--- config.mk ---
export PLATFORM = sky130hd
export DESIGN_NAME = playback_sequencer
export DESIGN_NICKNAME = d
export VERILOG_FILES = /design/src/rtl/playback_sequencer_pkg.sv /design/src/rtl/playback_sequencer_note_timer.sv /design/src/rtl/playback_sequencer.sv
export SDC_FILE = /design/constraint.sdc
export NUM_CORES = 1
export LEC_CHECK = 0
export ABC_CLOCK_PERIOD_IN_PS = 2150
export CORE_ASPECT_RATIO = 1.75
export CORE_MARGIN = 5
export CORE_UTILIZATION = 45
export DETAILED_ROUTE_END_ITERATION = 10
export MAX_ROUTING_LAYER = met4
export PLACE_DENSITY = 0.72
export SYNTH_ARGS = -nofsm -noshare
export SYNTH_HDL_FRONTEND = slang
export SYNTH_SLANG_ARGS = --single-unit
--- constraint.sdc ---
create_clock -name clk -period 2.15 [get_ports clk]
set_clock_uncertainty 0.2 [all_clocks]
set_input_delay 0.645 -clock clk [delete_from_list [all_inputs] [get_ports clk]]
set_output_delay 0.645 -clock clk [all_outputs]
set_load 0.03 [all_outputs]
--- src/rtl/playback_sequencer_pkg.sv ---
// Shared definitions for the playback sequencer: word layout, widths and
// the sequencer state encoding.
package playback_sequencer_pkg;

  // Memory word layout: [7:5] length code L, [4:0] note code (0 = rest)
  localparam int WORD_WIDTH  = 8;
  localparam int INDEX_WIDTH = 8;
  localparam int NOTE_WIDTH  = 5;
  localparam int NOTE_LSB    = 0;
  localparam int LEN_WIDTH   = 3;
  localparam int LEN_LSB     = 5;

  // Beat counter must hold L+1 = 1..8
  localparam int BEAT_WIDTH  = LEN_WIDTH + 1;
  // Articulation gap counter holds 1..255
  localparam int GAP_WIDTH   = 8;

  typedef enum logic [2:0] {
    ST_IDLE   = 3'd0,
    ST_REWIND = 3'd1,
    ST_FETCH  = 3'd2,
    ST_WAIT   = 3'd3,
    ST_PLAY   = 3'd4,
    ST_GAP    = 3'd5,
    ST_DONE   = 3'd6
  } seq_state_t;

  // Number of beats a note lasts for a given length code (L+1)
  function automatic logic [BEAT_WIDTH-1:0] beats_of(input logic [LEN_WIDTH-1:0] len_code);
    return {1'b0, len_code} + BEAT_WIDTH'(1);
  endfunction

endpackage

--- src/rtl/playback_sequencer_note_timer.sv ---
// Beat counter for the note currently playing. Loads L+1 beats, counts
// down one per beat tick while running and not paused, and flags the tick
// that exhausts the note.
module note_timer
  import playback_sequencer_pkg::*;
(
  input  logic                  clk,
  input  logic                  rst,
  input  logic                  clear,
  input  logic                  load,
  input  logic [BEAT_WIDTH-1:0] load_value,
  input  logic                  run,
  input  logic                  pause,
  input  logic                  tick,
  output logic                  zero
);

  logic [BEAT_WIDTH-1:0] count_reg;
  logic [BEAT_WIDTH-1:0] count_next;
  logic                  step;

  // A beat is consumed only while running, unpaused, and with beats left
  assign step = run && tick && !pause && (count_reg != '0);
  // Zero flag: this tick takes the counter to zero
  assign zero = step && (count_reg == BEAT_WIDTH'(1));

  // Next-count selection: clear beats load beats decrement
  always_comb begin
    count_next = count_reg;
    if (clear) begin
      count_next = '0;
    end else if (load) begin
      count_next = load_value;
    end else if (step) begin
      count_next = count_reg - BEAT_WIDTH'(1);
    end
  end

  // Counter register
  always_ff @(posedge clk) begin
    if (rst) begin
      count_reg <= '0;
    end else begin
      count_reg <= count_next;
    end
  end

endmodule

--- src/rtl/playback_sequencer.sv ---
// Song playback sequencer: walks song words from the memory unit, plays
// each note for L+1 beats, mutes for a fixed articulation gap, and pulses
// done at the end of the song. All outputs come straight from registers.
module playback_sequencer
  import playback_sequencer_pkg::*;
#(
  parameter int DATA_WIDTH    = WORD_WIDTH,
  parameter int MAX_DEPTH_BIT = INDEX_WIDTH,
  parameter int GAP_CYCLES    = 4
) (
  input  logic                     clk,
  input  logic                     rst,
  input  logic                     start,
  input  logic                     stop,
  input  logic                     pause,
  input  logic                     beat_tick,
  input  logic [MAX_DEPTH_BIT-1:0] song_len,
  input  logic [DATA_WIDTH-1:0]    mem_data,
  input  logic                     mem_ready,
  output logic                     mem_read_en,
  output logic                     mem_read_rst,
  output logic [NOTE_WIDTH-1:0]    note_out,
  output logic                     note_valid,
  output logic [MAX_DEPTH_BIT-1:0] note_index,
  output logic                     busy,
  output logic                     done
);

  seq_state_t                 state_reg, state_next;
  logic [MAX_DEPTH_BIT-1:0]   len_reg, len_next;
  logic [MAX_DEPTH_BIT-1:0]   index_reg, index_next;
  logic [NOTE_WIDTH-1:0]      note_reg, note_next;
  logic                       valid_reg, valid_next;
  logic [GAP_WIDTH-1:0]       gap_reg, gap_next;
  logic                       rd_reg, rd_next;
  logic                       rrst_reg, rrst_next;
  logic                       busy_reg, busy_next;
  logic                       done_reg, done_next;

  logic                       timer_load;
  logic                       timer_clear;
  logic                       timer_zero;
  logic [NOTE_WIDTH-1:0]      word_note;
  logic [BEAT_WIDTH-1:0]      word_beats;

  assign word_note  = mem_data[NOTE_LSB +: NOTE_WIDTH];
  assign word_beats = beats_of(mem_data[LEN_LSB +: LEN_WIDTH]);

  note_timer u_note_timer (
    .clk        (clk),
    .rst        (rst),
    .clear      (timer_clear),
    .load       (timer_load),
    .load_value (word_beats),
    .run        (state_reg == ST_PLAY),
    .pause      (pause),
    .tick       (beat_tick),
    .zero       (timer_zero)
  );

  // Next-state and next-output logic; stop overrides everything outside IDLE
  always_comb begin
    state_next  = state_reg;
    len_next    = len_reg;
    index_next  = index_reg;
    note_next   = note_reg;
    valid_next  = valid_reg;
    gap_next    = gap_reg;
    rd_next     = 1'b0;
    rrst_next   = 1'b0;
    done_next   = 1'b0;
    timer_load  = 1'b0;
    timer_clear = 1'b0;

    if (stop && (state_reg != ST_IDLE)) begin
      state_next  = ST_IDLE;
      index_next  = '0;
      note_next   = '0;
      valid_next  = 1'b0;
      gap_next    = '0;
      rrst_next   = 1'b1;
      timer_clear = 1'b1;
    end else begin
      unique case (state_reg)
        ST_IDLE: begin
          if (start && !stop) begin
            if (song_len != '0) begin
              state_next = ST_REWIND;
              len_next   = song_len;
              index_next = '0;
              rrst_next  = 1'b1;
            end else begin
              // Empty song finishes immediately without leaving IDLE
              done_next = 1'b1;
            end
          end
        end
        ST_REWIND: begin
          state_next = ST_FETCH;
          rd_next    = 1'b1;
        end
        ST_FETCH: begin
          state_next = ST_WAIT;
        end
        ST_WAIT: begin
          if (mem_ready) begin
            state_next = ST_PLAY;
            note_next  = word_note;
            valid_next = (word_note != '0);
            timer_load = 1'b1;
          end
        end
        ST_PLAY: begin
          if (timer_zero) begin
            state_next = ST_GAP;
            valid_next = 1'b0;
            gap_next   = GAP_WIDTH'(GAP_CYCLES);
          end else begin
            // Pause mutes the tone; release restores it for audible notes
            valid_next = !pause && (note_reg != '0);
          end
        end
        ST_GAP: begin
          if (gap_reg == GAP_WIDTH'(1)) begin
            if ((index_reg + MAX_DEPTH_BIT'(1)) == len_reg) begin
              state_next = ST_DONE;
              done_next  = 1'b1;
              note_next  = '0;
            end else begin
              state_next = ST_FETCH;
              index_next = index_reg + MAX_DEPTH_BIT'(1);
              rd_next    = 1'b1;
            end
          end else begin
            gap_next = gap_reg - GAP_WIDTH'(1);
          end
        end
        ST_DONE: begin
          state_next = ST_IDLE;
        end
        default: begin
          state_next = ST_IDLE;
        end
      endcase
    end

    busy_next = (state_next != ST_IDLE);
  end

  // State and output registers
  always_ff @(posedge clk) begin
    if (rst) begin
      state_reg <= ST_IDLE;
      len_reg   <= '0;
      index_reg <= '0;
      note_reg  <= '0;
      valid_reg <= 1'b0;
      gap_reg   <= '0;
      rd_reg    <= 1'b0;
      rrst_reg  <= 1'b0;
      busy_reg  <= 1'b0;
      done_reg  <= 1'b0;
    end else begin
      state_reg <= state_next;
      len_reg   <= len_next;
      index_reg <= index_next;
      note_reg  <= note_next;
      valid_reg <= valid_next;
      gap_reg   <= gap_next;
      rd_reg    <= rd_next;
      rrst_reg  <= rrst_next;
      busy_reg  <= busy_next;
      done_reg  <= done_next;
    end
  end

  assign mem_read_en  = rd_reg;
  assign mem_read_rst = rrst_reg;
  assign note_out     = note_reg;
  assign note_valid   = valid_reg;
  assign note_index   = index_reg;
  assign busy         = busy_reg;
  assign done         = done_reg;

endmodule

# [Word-level counts from Yosys, hierarchy flattened]
# Index checks and enable logic that the tools add are counted.
[op_classes] eq_ne=16 add_sub_neg=4 bitwise_logic=1 n_mux=41 n_reduce_logical=28
[op_table] cell="$mux 8" count=6
[op_table] cell="$pmux 8 s2" count=2
[op_table] cell="$mux 3" count=7
[op_table] cell="$pmux 3 s6" count=1
[op_table] cell="$mux 1" count=16
[op_table] cell="$ne 2x2->1 const B" count=8
[op_table] cell="$mux 5" count=3
[op_table] cell="$pmux 5 s2" count=1
[op_table] cell="$reduce_bool 2->1" count=5
[op_table] cell="$reduce_bool 5->1" count=2
[op_table] cell="$add 8x1->8 const B" count=1
[op_table] cell="$eq 8x1->1 const B" count=1
[op_table] cell="$eq 8x8->1" count=1
[op_table] cell="$mux 4" count=2
[op_table] cell="$reduce_and 4->1" count=2
[op_table] cell="$reduce_bool 8->1" count=1
[op_table] cell="$sub 8x1->8 const B" count=1
[op_table] cell="$logic_and 1x1->1" count=7
[op_table] cell="$eq 3x2->1 const B" count=2
[op_table] cell="$eq 3x3->1 const B" count=2
[op_table] cell="$pmux 1 s2" count=3
[op_table] cell="$reduce_bool 3->1" count=2
[op_table] cell="$reduce_and 5->1" count=1
[op_table] cell="$add 3x1->4 const B" count=1
[op_table] cell="10 further kinds" count=12
[word_totals] reg_bits=41 output_inout_bits=18

# [Logic depth before layout (Yosys ltp)]
# Gate-level depths: netlist of run 1.
[depth] word_depth=9 depth_mapped=8

# [Modules after synthesis]
# From an unflattened synthesis of run 1, not the netlist that was laid out.
[unflattened] cells_unflattened=280 hier_area_um2=2362.3
[modules_own_cells] mod="playback_sequencer" area_each_um2=2088.3 n_inst=1 cells_each=244
[modules_own_cells] mod="note_timer" area_each_um2=274.0 n_inst=1 cells_each=36

# [Worst setup path after synthesis of run 1]
# No wires, ideal clock.
[synth_timing] path_kind="reg-to-reg" start="register index_reg[2], in the netlist note_index[2]" end="register note_reg[0], in the netlist note_out[0]" arrival_ps=2319 t_required_ps=1833 path_buffers=1 path_stages_with_launch=8 setup_slack_ps=-486 setup_time_ps=117 period_less_slack_ps=2636 path_cell_list="dfxtp_1 buf_4 and4_4 nand4_1 a221o_2 nor4_4 o31ai_1 a22o_2"
[synth_between] elab_chain_cells=4
[synth_rtl] element="from (decl)" line="playback_sequencer.sv:31" rtl="logic [MAX_DEPTH_BIT-1:0] index_reg, index_next;"
[synth_rtl] element="from (signal assigned)" line="playback_sequencer.sv:166" rtl="index_reg <= index_next;"
[synth_rtl] element="$add 8x1->8" line="playback_sequencer.sv:125" rtl="if ((index_reg + MAX_DEPTH_BIT'(1)) == len_reg) begin"
[synth_rtl] element="$eq 8x8->1" line="playback_sequencer.sv:125"
[synth_rtl] element="$ne 2x2->1 (no source line)"
[synth_rtl] element="$reduce_and 4->1 (no source line)"
[synth_rtl] element="to (signal assigned)" line="playback_sequencer.sv:167" rtl="note_reg <= note_next;"
[synth_rtl] element="to (decl)" line="playback_sequencer.sv:32" rtl="logic [NOTE_WIDTH-1:0] note_reg, note_next;"
# No other way between the ends.
# A chain may end at the register's enable or synchronous reset.

# [Worst setup path after layout of run 1]
[layout_timing] start="register index_reg[1], in the netlist note_index[1]" end="register note_reg[1], in the netlist note_out[1]"
# The elaborated chain is that of the path after synthesis.

==> results of run 1 <==
==> layout by cell type, fill, tap and decap left out, types with 6 or more instances in the layout <==
cell / netlist / routed
clkdlybuf4s50_1: 0 / 11
dfxtp_1: 41 / 30
mux2i_1: 8 / 7
a21oi_1: 22 / 15
a21oi_2: 0 / 7
a2111o_1: 6 / 6
buf_4: 2 / 71
o21ai_1: 0 / 9
nand3_1: 7 / 6
nand2_1: 30 / 25
inv_1: 12 / 10
xnor2_1: 11 / 11
o21ai_0: 16 / 7
dlygate4sd2_1: 0 / 23
nor2_1: 32 / 30
dfxtp_2: 0 / 8
==> how the worst max path moves through the flow <==
stage	from	endpoint	slack (ns)	cells after the start
floorplan	note_index[2]	note_out[0]	-0.18	7
global placement	song_len[0]	note_index[1]	-0.57	7
detailed placement	song_len[7]	note_index[1]	-0.65	7
CTS	note_index[1]	note_out[0]	-0.15	8
global route	note_index[1]	note_out[1]	-0.28	8
finish	note_index[1]	note_out[1]	-0.20	8
==> worst min-delay path, delay by kind of cell (launching register included) <==
kind / cells / cell delay, ns
DFF: 1 / 0.32
and+or+nand+nor: 1 / 0.05
AOI/OAI and AO/OA: 1 / 0.05
==> power by group through the flow <==
stage | Sequential, mW | Combinational [mW] | Clock, mW
finish | 0.791 | 0.361 | 0.635
global route | 0.793 | 0.385 | 0.667
CTS | 0.789 | 0.324 | 0.645
detailed placement | 0.806 | 0.304 | 0
global placement | 0.806 | 0.299 | 0
floorplan | 0.814 | 0.160 | 0
==> layer usage <==
metal / global-route usage [%] / wire, um
met5: - / 0
met4: 14.52 / 393
met3: 3.195 / 217
met2: 42.23 / 4392
met1: 19.03 / 2548
==> stage by stage <==
step	utilization (%)	total power [mW]	setup slack (ns)	hold slack [ns]	setup TNS, ns
after floorplan	-	0.9737	-0.1795	0.2292	-2.158
after global placement	65.95	1.105	-0.5743	0.2390	-14.56
after detailed placement	65.95	1.110	-0.6486	0.2575	-15.60
after CTS	71.83	1.758	-0.1531	0.2690	-1.175
after global routing	75.45	1.845	-0.2776	0.2912	-3.454
final	75.45	1.787	-0.2048	0.2684	-1.974
==> logic make-up after synthesis <==
group	after synthesis
AOI/OAI and AO/OA	76
xor gates and xnor gates	17
adders and majority gates	6
buffers and inverters	26
DFF	41
muxes	8
and+or+nand+nor	106
==> area by class of cell <==
cell class,count,share of cell area (%)
Multi-Input combinational cell,213,44.86
Timing Repair Buffer,118,26.89
Sequential cell,41,22.23
Clock buffer,5,1.817
Tap cell,54,1.784
Clock inverter,3,1.222
Inverter,12,1.189
==> timing repair <==
item                                    CTS  global route
endpoints found under the setup margin   52            33
gates resized for setup                  57            32
gates cloned                              1             1
hold buffers                              0             0
buffers inserted                          6             2
pin swaps                                20            23
==> impl_metrics.env, run 1 <==
export IMPL_status="finished, violations left"
export IMPL_violations="setup timing"
export IMPL_grt_usage_pct=22.05
export IMPL_clk_latency_ns=0.30
export IMPL_antenna_found_initial=0
export IMPL_nNetsFinal=420
export IMPL_post_route_min_period_ns=2.355
export IMPL_max_cap_violations=0
export IMPL_grt_pass1_wl_um=11570
export IMPL_synthDistinctLibCells=52
export IMPL_yosysSeqAreaShare_pct=35.08
export IMPL_peakVddDrop_mv=0.3273
export IMPL_internal_power_mw=1.298
export IMPL_synth_most_common_cell="dfxtp_1"
export IMPL_async_reset_ff_share_pct=0
export IMPL_core_area_um2=5020
export IMPL_maxSlewViolCount=0
export IMPL_fill_cells=365
export IMPL_hold_class="reg2reg"
export IMPL_synth_top_area_share_pct=35.08
export IMPL_synth_xor_xnor_area_share_pct=6.364
export IMPL_rr_endpoint="note_out[1]"
export IMPL_cts_path_max_buffers=2
export IMPL_antenna_cells=0
export IMPL_synth_nets=309
export IMPL_synthCells=280
export IMPL_synth_edff_count=0
export IMPL_synth_adder_area_share_pct=3.209
export IMPL_p_seq_share_pct=44.3
export IMPL_setup_viol=18
export IMPL_whs_endpoint="gap_reg[1]"
export IMPL_wirelength_um=7551
export IMPL_synthTopCellsByCount="41 x dfxtp_1, 32 x nor2_1, 30 x nand2_1"
export IMPL_swShare_pct=27.34
export IMPL_ios=41
export IMPL_ant_nets=0
export IMPL_final_layout_size_suffix_gt1_share_pct=38.78
export IMPL_cts_sinks=41
export IMPL_critPathMaxFanout=5
export IMPL_worst_slack_ns=-0.2048
export IMPL_final_instance_count_excl_fill=446
export IMPL_first_global_vias=2605
export IMPL_drt_iter0_markers=117
export IMPL_p_leak_nw=1.594
export IMPL_die_w_um=64.51
export IMPL_rows=34
export IMPL_synth_warnings=0
export IMPL_path_cells="ha_4, and3_4, a31oi_4, o2111ai_2, nor4_4, buf_4, o31ai_4, a22o_2"
export IMPL_cts_tree="yes"
export IMPL_synthMuxAreaShare_pct=3.422
export IMPL_crit_path_start_kind="register"
export IMPL_worstHoldStart="gap_reg[1]"
export IMPL_pwr_share_comb_pct=20.2
export IMPL_clockRootBuffer="clkbuf_8"
export IMPL_die_y_um=105.4
export IMPL_r2r_start="note_index[1]"
export IMPL_cp_required_ns=2.15
export IMPL_syn_cell_area_um2=2340
export IMPL_synthSimpleGateAreaFrac_pct=22.89
export IMPL_stdcell_area_um2=3787
export IMPL_wl_per_cell_um=16.93
export IMPL_path_clk_slew_ns=0.09
export IMPL_fin_crit_sh_pct=109.5
export IMPL_crit_type="reg2reg"
export IMPL_dp_hpwl_um=5387
export IMPL_cp_top_family="compound AO/OA/AOI/OAI gates"
export IMPL_synth_flop_cell="dfxtp_1"
export IMPL_synth_top_family_by_area="simple AND/OR/NAND/NOR gates"
export IMPL_rr_worst_depth=8
export IMPL_slew_headroom_pct=67.50
export IMPL_power_switching_mw=0.4886
export IMPL_clockPowerShare_pct=35.5
export IMPL_ys_ff_latch=41
export IMPL_grt_max_degree=15
export IMPL_holdPathStages=2
export IMPL_multi_input_area_um2=1699
export IMPL_synth_area_leaders="dfxtp_1 35%, nor2_1 5.1%, nand2_1 4.8%"
export IMPL_synth_top_area_cell="dfxtp_1"
export IMPL_worst_endpoint_arrival_ns=2.35
export IMPL_crit_slowest_cell="dfxtp_4"
export IMPL_drc=0
export IMPL_overflow=0
export IMPL_avgSynthCellArea_um2=8.356
export IMPL_finalHoldViolCount=0
export IMPL_gp_congestion=0.8713
export IMPL_first_pass_iters=4
export IMPL_start_util_pct=46.61
export IMPL_place_area_um2=3311
export IMPL_htreeDepth=2
export IMPL_power_density_nw_per_um2=471.8
export IMPL_end_kind="register"
export IMPL_vias=2522
export IMPL_rsz0062_at_grt="true"
export IMPL_clock_fmax_mhz=424.7
export IMPL_dp_cells=428
export IMPL_area_growth_pct=61.87
export IMPL_area_sequential_um2=842.1
export IMPL_vias_per_cell=5.655
export IMPL_io_buffers=40
export IMPL_crit_buf_inv=1
export IMPL_numCtsBuffers=5
export IMPL_r2r_slack_ns=-0.20
export IMPL_cpPeakStageDelay_ns=0.38
export IMPL_synth_compound_area_share_pct=22.57
export IMPL_die_area_um2=6798
export IMPL_worst_pin_slew_ns=0.4841
Power figures use the tool's default switching activity.
==> inputs of run 2 (changes only) <==
- REMOVE_ABC_BUFFERS: not set -> 1
==> impl_metrics.env, run 2 (synthesis gave the netlist of run 1 again) <==
export IMPL_vias_per_cell=5.755
export IMPL_numCtsBuffers=5
export IMPL_grt_max_degree=14
export IMPL_crit_top_cell="buf_4"
export IMPL_fin_crit_sh_pct=108.1
export IMPL_io_buffers=40
export IMPL_crit_type="reg2reg"
export IMPL_start_util_pct=46.61
export IMPL_place_area_um2=3257
export IMPL_grt_pass1_wl_um=11950
export IMPL_stdcell_area_um2=3754
export IMPL_core_area_um2=5020
export IMPL_cp_top_family="simple AND/OR/NAND/NOR gates"
export IMPL_die_area_um2=6798
export IMPL_final_common_cell="buf_4"
export IMPL_final_layout_size_suffix_gt1_share_pct=37.97
export IMPL_rr_worst_depth=10
export IMPL_die_w_um=64.51
export IMPL_cts_sinks=41
export IMPL_clk_latency_ns=0.30
export IMPL_cts_tree="yes"
export IMPL_dp_hpwl_um=5392
export IMPL_clock_fmax_mhz=430.1
export IMPL_die_y_um=105.4
export IMPL_final_cell_mix="83 x buf_4, 36 x dfxtp_1, 30 x nor2_1, 28 x nand2_1, 20 x a21oi_1"
export IMPL_post_route_min_period_ns=2.325
export IMPL_wl_per_cell_um=17.11
export IMPL_end_kind="register"
export IMPL_worst_pin_slew_ns=0.3708
export IMPL_first_pass_iters=5
export IMPL_cpPeakStageDelay_ns=0.38
export IMPL_crit_path_start_kind="register"
export IMPL_path_depth=10
export IMPL_fill_cells=351
export IMPL_critPathMaxFanout=6
export IMPL_nNetsFinal=431
export IMPL_overflow=0
export IMPL_first_global_vias=2700
export IMPL_rows=34
export IMPL_holdPathStages=2
export IMPL_power_density_nw_per_um2=481.9
export IMPL_cts_path_max_buffers=2
export IMPL_violations="setup timing"
export IMPL_ios=41
export IMPL_antenna_cells=0
export IMPL_met2_length_um=4530
export IMPL_wl_met3_um=265
export IMPL_drt_met1_wl_um=2654
export IMPL_path_clk_slew_ns=0.09
export IMPL_vias=2630
export IMPL_htreeDepth=2
export IMPL_path_cells="ha_4, buf_4, nand3_2, nor3b_2, o2111ai_2, nor4_4, buf_4, buf_4, a21oi_1, o31ai_1"
export IMPL_slew_headroom_pct=75.10
export IMPL_area_growth_pct=60.43
export IMPL_grt_usage_pct=22.80
export IMPL_ant_nets=0
export IMPL_fin_util_pct=74.78
export IMPL_status="finished, violations left"
export IMPL_antenna_found_initial=0
export IMPL_p_leak_nw=1.571
export IMPL_finalHoldViolCount=0
export IMPL_drt_iter0_markers=116
export IMPL_worst_slack_ns=-0.1748
export IMPL_cp_required_ns=2.17
export IMPL_topRoutingLayerUsed="met4"
export IMPL_crit_buf_inv=3
export IMPL_gp_congestion=0.8956
export IMPL_wirelength_um=7820
export IMPL_peakVddDrop_mv=0.4660
export IMPL_rsz0062_at_grt="true"
export IMPL_hold_class="reg2reg"
export IMPL_clockRootBuffer="clkbuf_8"
export IMPL_worst_endpoint_arrival_ns=2.34
export IMPL_max_cap_violations=0
export IMPL_maxSlewViolCount=0
export IMPL_r2r_slack_ns=-0.17
export IMPL_drc=0
export IMPL_setup_viol=16
export IMPL_crit_slowest_cell="dfxtp_4"
[run 2: changes by cell type in the layout (fill, tap and decap cells not counted), sizes merged]
cell           previous run  this run
clkbuf                    6        11
dlymetal6s2s              5         4
clkdlybuf4s15             1         4
buf                      77        89
dlygate4sd2              23        15
clkinv                    1         0
clkdlybuf4s50            11        12
[run 2: worst min-delay path: stages (launching register included)]
cell and delay (ns):
dfxtp_1 0.32, nand2_1 0.05, a21oi_1 0.06
[run 2: through the flow]
stage	power [mW]	hold WS (ns)	setup TNS (ns)	setup slack, ns	std cells
CTS	1.775	0.2726	-1.241	-0.1529	447
finish	1.809	0.2766	-2.065	-0.1748	457
global route	1.881	0.2985	-4.465	-0.3075	457
floorplan	0.9369	0.2319	-14.83	-0.8392	266
detailed placement	1.106	0.2529	-16.64	-0.6815	434
global placement	1.101	0.2445	-15.26	-0.6220	434
[run 2: worst paths after layout]
path	from	endpoint
worst max-delay path	note_index[0]	note_index[3]
worst min register to register	gap_reg[1]	gap_reg[1]
worst min-delay path	gap_reg[1]	gap_reg[1]
worst max register to register	note_index[0]	note_index[3]
[run 2: where the power goes]
part / internal [mW] / leakage, nW / switching, mW
clock network: 0.378 / 0.0574 / 0.279
logic: 0.181 / 1.18 / 0.181
registers: 0.776 / 0.335 / 0.0146
[run 2: repair_timing]
item,4_1_cts,5_1_grt
pin swaps,14,31
resized for setup,67,47
setup buffers,4,14
hold buffers,0,0
setup endpoints to repair,55,32
cloned,1,0
[run 2: area by class of cell]
cell class                      count  area, um2  share of cell area, %
Multi-Input combinational cell    213       1619                  43.13
Timing Repair Buffer              129       1070                  28.50
Sequential cell                    41      832.0                  22.17
Clock buffer                        6      82.58                  2.200
Tap cell                           54      67.56                  1.800
Inverter                           12      45.04                  1.200
Clock inverter                      2      37.54                  1.000
[run 2: routing by layer]
metal | up-vias | track usage, %
li1 | 1257 | -
met1 | 1259 | 20.58
met2 | 86 | 42.97
met3 | 28 | 3.195
met4 | 0 | 14.52
met5 | - | -
==> inputs of run 3 (changes only) <==
- GPL_TIMING_DRIVEN: not set -> 0
==> impl_metrics.env, run 3 (synthesis gave the netlist of run 1 again) <==
export IMPL_status="finished, violations left"
export IMPL_violations="setup timing"
export IMPL_gp_congestion=0.8323
export IMPL_crit_type="in2reg"
export IMPL_antenna_found_initial=0
export IMPL_fin_crit_sh_pct=106.0
export IMPL_use_met1_pct=21.30
export IMPL_cts_tree="yes"
export IMPL_end_kind="register"
export IMPL_worst_slack_ns=-0.1295
export IMPL_ant_nets=0
export IMPL_vias=2552
export IMPL_final_cell_mix="41 x buf_4, 28 x nor2_1, 27 x dfxtp_1, 23 x nand2_1, 23 x dlygate4sd2_1"
export IMPL_rows=34
export IMPL_grtUsageMet3_pct=3.301
export IMPL_cts_path_max_buffers=2
export IMPL_worst_pin_slew_ns=0.5386
export IMPL_hold_ws_ns=0.2980
export IMPL_io_buffers=40
export IMPL_overflow=0
export IMPL_critPathMaxFanout=5
export IMPL_ctsHoldBuffers=0
export IMPL_area_growth_pct=57.75
export IMPL_nNetsFinal=394
export IMPL_clk_latency_ns=0.30
export IMPL_clockRootBuffer="clkbuf_8"
export IMPL_numCtsBuffers=5
export IMPL_final_common_cell="buf_4"
export IMPL_dp_cells=360
export IMPL_drt_iter0_markers=182
export IMPL_path_clk_slew_ns=0.08
export IMPL_power_density_nw_per_um2=462.9
export IMPL_power_mw=1.709
export IMPL_setup_viol=22
export IMPL_vias_per_cell=6.076
export IMPL_slew_headroom_pct=63.83
export IMPL_die_w_um=64.51
export IMPL_fin_util_pct=73.53
export IMPL_cts_sinks=41
export IMPL_first_global_vias=2476
export IMPL_ios=41
export IMPL_wl_per_cell_um=19.53
export IMPL_maxSlewViolCount=0
export IMPL_post_route_min_period_ns=2.280
export IMPL_grt_pass1_wl_um=11850
export IMPL_wirelength_um=8203
export IMPL_first_pass_iters=4
export IMPL_clock_fmax_mhz=438.7
export IMPL_finalHoldViolCount=0
export IMPL_core_area_um2=5020
export IMPL_r2r_start="note_index[0]"
export IMPL_startpoint="mem_ready"
export IMPL_final_layout_size_suffix_gt1_share_pct=38.25
export IMPL_worstHoldStart="gap_reg[1]"
export IMPL_die_y_um=105.4
export IMPL_cp_required_ns=2.15
export IMPL_p_leak_nw=1.423
export IMPL_grt_met2_usage_pct=42.16
export IMPL_hold_class="reg2reg"
export IMPL_die_area_um2=6798
export IMPL_worst_endpoint_arrival_ns=2.28
export IMPL_crit_path_start_kind="input pin"
export IMPL_drc=0
export IMPL_grt_usage_pct=22.51
export IMPL_max_cap_violations=0
export IMPL_grt_max_degree=15
export IMPL_final_instance_count_excl_fill=420
export IMPL_dp_hpwl_um=4263
export IMPL_busiest_layer="met2"
export IMPL_antenna_cells=0
export IMPL_start_util_pct=46.61
export IMPL_peakVddDrop_mv=0.3723
export IMPL_rsz0062_at_grt="true"
export IMPL_setup_tns_ns=-1.571
export IMPL_htreeDepth=2
==> run 3: critical path: stages <==
cell and delay, ns:
clkdlybuf4s50_1 0.55, and3b_2 0.27, o21ai_0 0.11, o21ai_1 0.29
o31ai_4 0.16, a22o_2 0.26
==> run 3: where the power goes <==
part	leakage [nW]	internal [mW]	switching (mW)	total (mW)
clock network	0.0542	0.290	0.279	0.569
registers	0.341	0.771	0.0199	0.791
logic	1.03	0.165	0.184	0.348
total	1.42	1.23	0.483	1.71
==> run 3: repair_timing <==
action | CTS | global route
pin swaps | 33 | 19
setup buffers | 33 | 20
setup endpoints to repair | 53 | 35
gates resized for setup | 109 | 38
==> run 3: final cells by class <==
type	count	area [um2]
Sequential cell	41	855.8
Clock buffer	7	96.34
Inverter	12	45.04
Multi-Input combinational cell	213	1809
Tap cell	54	67.56
Clock inverter	1	5.005
Timing Repair Buffer	92	812.0
Fill cell	336	1329
==> run 3: worst paths after layout <==
path / to / depth (start not counted) / slack, ns
worst max-delay path: note_out[2] / 6 / -0.13
worst min-delay path: gap_reg[1] / 2 / 0.30
worst max register to register: note_out[2] / 8 / -0.12
worst min register to register: gap_reg[1] / 2 / 0.30
==> run 3: through the flow <==
step | instance area [um2] | setup slack (ns)
after global routing | 3691 | -0.1957
after CTS | 3406 | -0.07702
after global placement | 2701 | -1.761
after detailed placement | 2714 | -1.237
final | 3691 | -0.1295
after floorplan | 2233 | -0.8392
==> run 3: layer usage <==
metal	share of wire [%]	wire (um)
met5	0	0
met4	6.0	489
met2	56	4584
met1	33	2736
met3	4.8	391
